`src/rtl/butterfly_pkg.sv`:
```
// butterfly_pkg: width helpers shared by the butterfly top and its complex multiplier
package butterfly_pkg;
  localparam int DEF_WIDTH    = 16;
  localparam int DEF_TW_WIDTH = 10;
  // Sum/difference width: one growth bit over the input samples
  function automatic int sum_w(input int w);
    return w + 1;
  endfunction
  // Full-precision product width of a difference and a twiddle component
  function automatic int prod_w(input int w, input int tw);
    return w + 1 + tw;
  endfunction
  // y2 output width; holds |d*W| for |W| <= 1 without overflow
  function automatic int out_w(input int w);
    return w + 3;
  endfunction
  // Twiddle fractional bits (Q2.TW_FRAC)
  function automatic int tw_frac(input int tw);
    return tw - 2;
  endfunction
endpackage

```
`src/rtl/butterfly_cmplx_mult.sv`:
```
// cmplx_mult: two-stage complex multiply (d * W) with Q2 scaling; rounding under BUTTERFLY_ROUND_EN
module cmplx_mult
  import butterfly_pkg::*;
#(
  parameter int WIDTH    = DEF_WIDTH,
  parameter int TW_WIDTH = DEF_TW_WIDTH
) (
  input  logic                              clk,
  input  logic                              rst_n,
  input  logic                              en1_i,
  input  logic                              en2_i,
  input  logic signed [sum_w(WIDTH)-1:0]    dr_i,
  input  logic signed [sum_w(WIDTH)-1:0]    di_i,
  input  logic signed [TW_WIDTH-1:0]        wr_i,
  input  logic signed [TW_WIDTH-1:0]        wi_i,
  output logic signed [out_w(WIDTH)-1:0]    re_o,
  output logic signed [out_w(WIDTH)-1:0]    im_o
);
  localparam int SUM_W   = sum_w(WIDTH);
  localparam int PROD_W  = prod_w(WIDTH, TW_WIDTH);
  localparam int ACC_W   = PROD_W + 1;
  localparam int OUT_W   = out_w(WIDTH);
  localparam int TW_FRAC = tw_frac(TW_WIDTH);
`ifdef BUTTERFLY_ROUND_EN
  localparam int RND_I = 1 << (TW_FRAC - 1);
`else
  localparam int RND_I = 0;
`endif
  localparam logic signed [ACC_W-1:0] RND = ACC_W'(RND_I);

  logic signed [PROD_W-1:0] rr_d, ii_d, ri_d, ir_d;
  logic signed [PROD_W-1:0] rr_q, ii_q, ri_q, ir_q;
  logic signed [ACC_W-1:0]  re_acc, im_acc;
  logic signed [OUT_W-1:0]  re_d, im_d, re_q, im_q;

  // Operands are widened to the full product width so each product is exact
  always_comb begin
    rr_d   = PROD_W'(dr_i) * PROD_W'(wr_i);
    ii_d   = PROD_W'(di_i) * PROD_W'(wi_i);
    ri_d   = PROD_W'(dr_i) * PROD_W'(wi_i);
    ir_d   = PROD_W'(di_i) * PROD_W'(wr_i);
    re_acc = ACC_W'(rr_q) - ACC_W'(ii_q) + RND;
    im_acc = ACC_W'(ri_q) + ACC_W'(ir_q) + RND;
    re_d   = OUT_W'(re_acc >>> TW_FRAC);
    im_d   = OUT_W'(im_acc >>> TW_FRAC);
  end

  // Product register stage, loads with its stage valid
  always_ff @(posedge clk or negedge rst_n) begin
    if (!rst_n) begin
      rr_q <= '0;
      ii_q <= '0;
      ri_q <= '0;
      ir_q <= '0;
    end else if (en1_i) begin
      rr_q <= rr_d;
      ii_q <= ii_d;
      ri_q <= ri_d;
      ir_q <= ir_d;
    end
  end

  // Combine, scale and register the result; holds while idle
  always_ff @(posedge clk or negedge rst_n) begin
    if (!rst_n) begin
      re_q <= '0;
      im_q <= '0;
    end else if (en2_i) begin
      re_q <= re_d;
      im_q <= im_d;
    end
  end

  assign re_o = re_q;
  assign im_o = im_q;
endmodule

```
`src/rtl/butterfly.sv`:
```
// butterfly: radix-2 DIF FFT butterfly, y1 = a+b, y2 = (a-b)*W, 3-cycle latency; BUTTERFLY_ROUND_EN selects rounding
module butterfly
  import butterfly_pkg::*;
#(
  parameter int WIDTH    = DEF_WIDTH,
  parameter int TW_WIDTH = DEF_TW_WIDTH
) (
  input  logic                           clk,
  input  logic                           rst_n,
  input  logic signed [WIDTH-1:0]        a_real,
  input  logic signed [WIDTH-1:0]        a_imag,
  input  logic signed [WIDTH-1:0]        b_real,
  input  logic signed [WIDTH-1:0]        b_imag,
  input  logic signed [TW_WIDTH-1:0]     twiddle_real,
  input  logic signed [TW_WIDTH-1:0]     twiddle_imag,
  input  logic                           i_valid,
  output logic signed [WIDTH:0]          y1_real,
  output logic signed [WIDTH:0]          y1_imag,
  output logic signed [WIDTH+2:0]        y2_real,
  output logic signed [WIDTH+2:0]        y2_imag,
  output logic                           o_valid
);
  localparam int SUM_W = sum_w(WIDTH);

  logic [2:0]                v_q;
  logic signed [SUM_W-1:0]   sr_d, si_d, dr_d, di_d;
  logic signed [SUM_W-1:0]   sr_q, si_q, dr_q, di_q;
  logic signed [SUM_W-1:0]   s2r_q, s2i_q, y1r_q, y1i_q;
  logic signed [TW_WIDTH-1:0] wr_q, wi_q;

  always_comb begin
    sr_d = SUM_W'(a_real) + SUM_W'(b_real);
    si_d = SUM_W'(a_imag) + SUM_W'(b_imag);
    dr_d = SUM_W'(a_real) - SUM_W'(b_real);
    di_d = SUM_W'(a_imag) - SUM_W'(b_imag);
  end

  // Valid shift register: o_valid is i_valid delayed by exactly three edges
  always_ff @(posedge clk or negedge rst_n) begin
    if (!rst_n) v_q <= '0;
    else        v_q <= {v_q[1:0], i_valid};
  end

  // Stage 1: sum, difference and the twiddle that travels with them
  always_ff @(posedge clk or negedge rst_n) begin
    if (!rst_n) begin
      sr_q <= '0;
      si_q <= '0;
      dr_q <= '0;
      di_q <= '0;
      wr_q <= '0;
      wi_q <= '0;
    end else if (i_valid) begin
      sr_q <= sr_d;
      si_q <= si_d;
      dr_q <= dr_d;
      di_q <= di_d;
      wr_q <= twiddle_real;
      wi_q <= twiddle_imag;
    end
  end

  // y1 delay line keeping the sum aligned with the multiplier output
  always_ff @(posedge clk or negedge rst_n) begin
    if (!rst_n) begin
      s2r_q <= '0;
      s2i_q <= '0;
      y1r_q <= '0;
      y1i_q <= '0;
    end else begin
      if (v_q[0]) begin
        s2r_q <= sr_q;
        s2i_q <= si_q;
      end
      if (v_q[1]) begin
        y1r_q <= s2r_q;
        y1i_q <= s2i_q;
      end
    end
  end

  cmplx_mult #(.WIDTH(WIDTH), .TW_WIDTH(TW_WIDTH)) u_mult (
    .clk   (clk),
    .rst_n (rst_n),
    .en1_i (v_q[0]),
    .en2_i (v_q[1]),
    .dr_i  (dr_q),
    .di_i  (di_q),
    .wr_i  (wr_q),
    .wi_i  (wi_q),
    .re_o  (y2_real),
    .im_o  (y2_imag)
  );

  assign y1_real = y1r_q;
  assign y1_imag = y1i_q;
  assign o_valid = v_q[2];
endmodule

```
`config.mk`:
```
export PLATFORM = sky130hd
export DESIGN_NAME = butterfly
export DESIGN_NICKNAME = d
export VERILOG_FILES = /design/src/rtl/butterfly_pkg.sv /design/src/rtl/butterfly_cmplx_mult.sv /design/src/rtl/butterfly.sv
export SDC_FILE = /design/constraint.sdc
export NUM_CORES = 2
export LEC_CHECK = 0
export ABC_AREA = 1
export BUFFER_PORTS_ARGS = -buffer_cell sky130_fd_sc_hd__buf_2
export CAP_MARGIN = 20
export CELL_PAD_IN_SITES_DETAIL_PLACEMENT = 0
export CELL_PAD_IN_SITES_GLOBAL_PLACEMENT = 1
export CORE_ASPECT_RATIO = 1.75
export CORE_MARGIN = 2
export CORE_UTILIZATION = 48
export CTS_BUF_LIST = sky130_fd_sc_hd__clkbuf_16
export CTS_CLUSTER_SIZE = 8
export DETAILED_ROUTE_END_ITERATION = 8
export GPL_ROUTABILITY_DRIVEN = 0
export PLACE_DENSITY = 0.92
export SYNTH_ARGS = -nofsm -noshare
export SYNTH_HDL_FRONTEND = slang
export SYNTH_HIERARCHICAL = 1
export SYNTH_SLANG_ARGS = --single-unit
```
`constraint.sdc`:
```
create_clock -name clk -period 5.8 [get_ports clk]
set_input_delay 0 -clock clk [delete_from_list [all_inputs] [get_ports clk]]
set_output_delay 0 -clock clk [all_outputs]
set_load 0.005 [all_outputs]
```
==> reports/results.ini <==
[global_route]
gr-usage-met1_pct=31.2
use_met3_pct=2.98
grt.busiest_layer=met2
use_met2_pct=50.8
antenna_found_initial=0
grt_first_pass_wirelength_um=216000
grt_start_max_net_pins=146
grt_usage_pct=27.6
grt_pass1_vias=42200
grt-ovfl-total=0

[floorplanning]
die_x_um=238
dieArea_um2=98800
rows=150
die_y_um=414
start_util_pct=48.3
fp.coreArea_um2=95500
pin_count=160

[cells_and_area]
multi_input_area_um2=31500
syn2layout_area_growth_pct=8.50
antennaDiodeCount=0
seq_area_um2=7590
final_nets=7783
fill_cells=9290
finalInstanceArea_um2=50100
drive_above_1_share_pct=6.63

[sta]
fin_crit_ns=5.52
rsz0062_at_grt=no
setup_ws_ns=0.279
fin_skew_ns=0.0672
drv_slew=0
max_freq_mhz=181
setup_viol=0
finalSetupTns_ns=0
final_hold_viol_count=0
fin_crit_sh_pct=95.2
whs_ns=0.0108
tightest_slew_ns=0.981
timing.slew.headroom_pct=34.6

[setup_path]
cp_slowest_stage_delay_ns=0.74
worstSetupEndpoint=u_mult/ri_q[23]$_DFFE_PN0P_
crit_path_frequent_cell=fa_1
crit_path_end_kind=flop
cp_top_family=adder cells
worst_r2r_endpoint=u_mult/ri_q[23]$_DFFE_PN0P_
crit_chain=buf_4 > nand2_1 > fa_1 > inv_1 > fa_1 > fa_1 > fa_1 > inv_1 > fa_1 > inv_1 > ha_1 > nand2_1 > nor2_1 > and2_1 > nand4_1 > nand3_1 > nand2_1 > nand3_1 > nand2_1
cp-startpoint=wi_q[4]$_DFFE_PN0P_
timing.rr.start=wi_q[4]$_DFFE_PN0P_
cp_num_cells=19
path_class=flop to flop
r2r_slack_ns=0.28
worstPathArrival_ns=6.03
cp_max_fo=17
r2r_cells=19
cp_slowest_cell=dfrtp_1
path_buf_inv=4
critPathLaunchType=flop
cp.required_ns=6.31

[synthesis]
synth_async_sr_flop_share_pct=100
postSynthCellCount=6609
yosysSeqAreaShare_pct=16.4
synth.top_cells.by_count=nand2_1, inv_1, fa_1
syn_nets=7654
synth_area_leaders=fa_1, nand2_1, dfrtp_1, inv_1, ha_1
ys_types=36
syn_area_um2=46200
ys_seq_elements=303
synth_edf_count=0
synth_most_common_cell=nand2_1
syn_avg_cell_area_um2=6.99
synth.top_cell.area_share_pct=25.7
ys.flop_type=dfrtp_1
yosysTopAreaCell=fa_1
ys_warn_count=6

[place]
dpl_worst_slack_ns=0.369
numPortBuffers=159
hpwl_um=109000
placed_cell_area_um2=48500

[clock_tree]
clk_latency_ns=0.63
root_buffer=clkbuf_16
postCtsSetupBuffers=0
clk_path_buf_depth=3
cts_buffers=44
cts_tree=done
cts.clk_slew.worst_paths_ns=0.06
h-tree-depth=2
cts_sinks=303

[outcome]
outcome=finished clean

[route]
drc=0
first_iter_violations=2433
antenna_left=0
avgViaCountPerCell=5.10
wl_per_cell_um=16.8
vias=40600
drtPass1Iterations=6
wl_um=134000

[worst_hold_path]
hold_class=primary input to asynchronous set/reset pin

[run]
maxCapViolCount=0

-- worst reg2reg max path, cell delays in order, from the launching register on --
cell     delay (ns)
dfrtp_1        0.74
buf_4          0.38
nand2_1        0.14
fa_1           0.55
inv_1          0.06
fa_1           0.55
fa_1           0.43
fa_1           0.49
inv_1          0.05
fa_1           0.48
inv_1          0.04
ha_1           0.36
nand2_1        0.14
nor2_1         0.25
and2_1         0.24
nand4_1        0.20
nand3_1        0.14
nand2_1        0.06
nand3_1        0.08
nand2_1        0.06
-- state kept, by name, summed over array words and instances (netlist names) --
register and flops:
s2r_q 17, u_mult/im_o 19, v_q 3, di_q 16, u_mult/rr_q 27, u_mult/ii_q 27, s2i_q 17, u_mult/re_o 19
u_mult/ri_q 27, wr_q 10, y1_real 17, sr_q 16, y1_imag 17, wi_q 10, u_mult/ir_q 27, si_q 17
dr_q 17
-- cell usage in the layout (no fill, tap or decap), types with 10 or more instances in the layout --
cell type | netlist | final
a21oi_1 | 190 | 190
a21oi_2 | 16 | 16
a31oi_1 | 10 | 10
and2_1 | 18 | 18
buf_2 | 21 | 158
buf_4 | 3 | 99
clkbuf_16 | 0 | 44
dfrtp_1 | 303 | 301
dlygate4sd3_1 | 0 | 37
fa_1 | 592 | 592
ha_1 | 366 | 366
inv_1 | 1627 | 1630
inv_2 | 29 | 29
nand2_1 | 2212 | 2212
nand2_2 | 25 | 25
nand3_1 | 316 | 316
nand3b_1 | 21 | 21
nand4_1 | 63 | 63
nor2_1 | 280 | 280
nor2_2 | 23 | 23
nor3_1 | 18 | 18
nor3_2 | 13 | 13
o21ai_0 | 118 | 118
o21bai_1 | 19 | 19
or2_1 | 14 | 14
xnor2_1 | 34 | 34
xor2_1 | 34 | 34
-- worst min path at each step --
stage	start	endpoint	slack (ns)	depth (start not counted)
6_report	rst_n	u_mult/ri_q[9]$_DFFE_PN0P_	0.01	3
5_1_grt	rst_n	u_mult/ri_q[9]$_DFFE_PN0P_	0.03	3
4_1_cts	rst_n	u_mult/ri_q[9]$_DFFE_PN0P_	0.01	3
3_5_place_dp	rst_n	u_mult/ri_q[9]$_DFFE_PN0P_	-0.06	1
3_3_place_gp	rst_n	u_mult/ri_q[9]$_DFFE_PN0P_	-0.04	1
2_1_floorplan	rst_n	di_q[10]$_DFFE_PN0P_	-0.30	0
-- stage by stage --
| stage | util (%) | instances |
|---|---|---|
| after global placement | 50.8 | 7870 |
| after global routing | 52.5 | 7962 |
| after CTS | 52.5 | 7962 |
| after floorplan | - | 6609 |
| final | 52.5 | 7962 |
| after detailed placement | 50.8 | 7870 |
-- area by class of cell --
| cell class | count | share of cell area, % |
|---|---|---|
| clock inverter | 10 | 0.170 |
| timing repair buffer | 303 | 4.16 |
| inverter | 1656 | 12.4 |
| clock buffer | 44 | 2.20 |
| sequential | 303 | 15.1 |
| multi-input combinational | 4430 | 62.9 |
| tap | 1216 | 3.04 |
-- repair_timing --
item	CTS	global route
hold buffers	38	0
resized for setup	0	0
hold endpoints to repair	242	0
-- logic make-up after synthesis --
kind of cell	count (synthesis)	share of synthesized area, %
flops	303	16.4
simple gates	3025	26.8
mux	9	0.219
compound gates	370	4.30
fa+ha+maj	958	35.6
buf+inv	1876	15.4
xor+xnor	68	1.29
-- layer usage --
| metal | vias up | share of wire, % |
|---|---|---|
| li1 | 19600 | - |
| met1 | 19300 | 38 |
| met2 | 1296 | 51 |
| met3 | 372 | 5.0 |
| met4 | 0 | 5.9 |
| met5 | - | 0 |
Power is not shown: default switching activity piles up to over one toggle a cycle in this logic, so the estimate is an artifact.
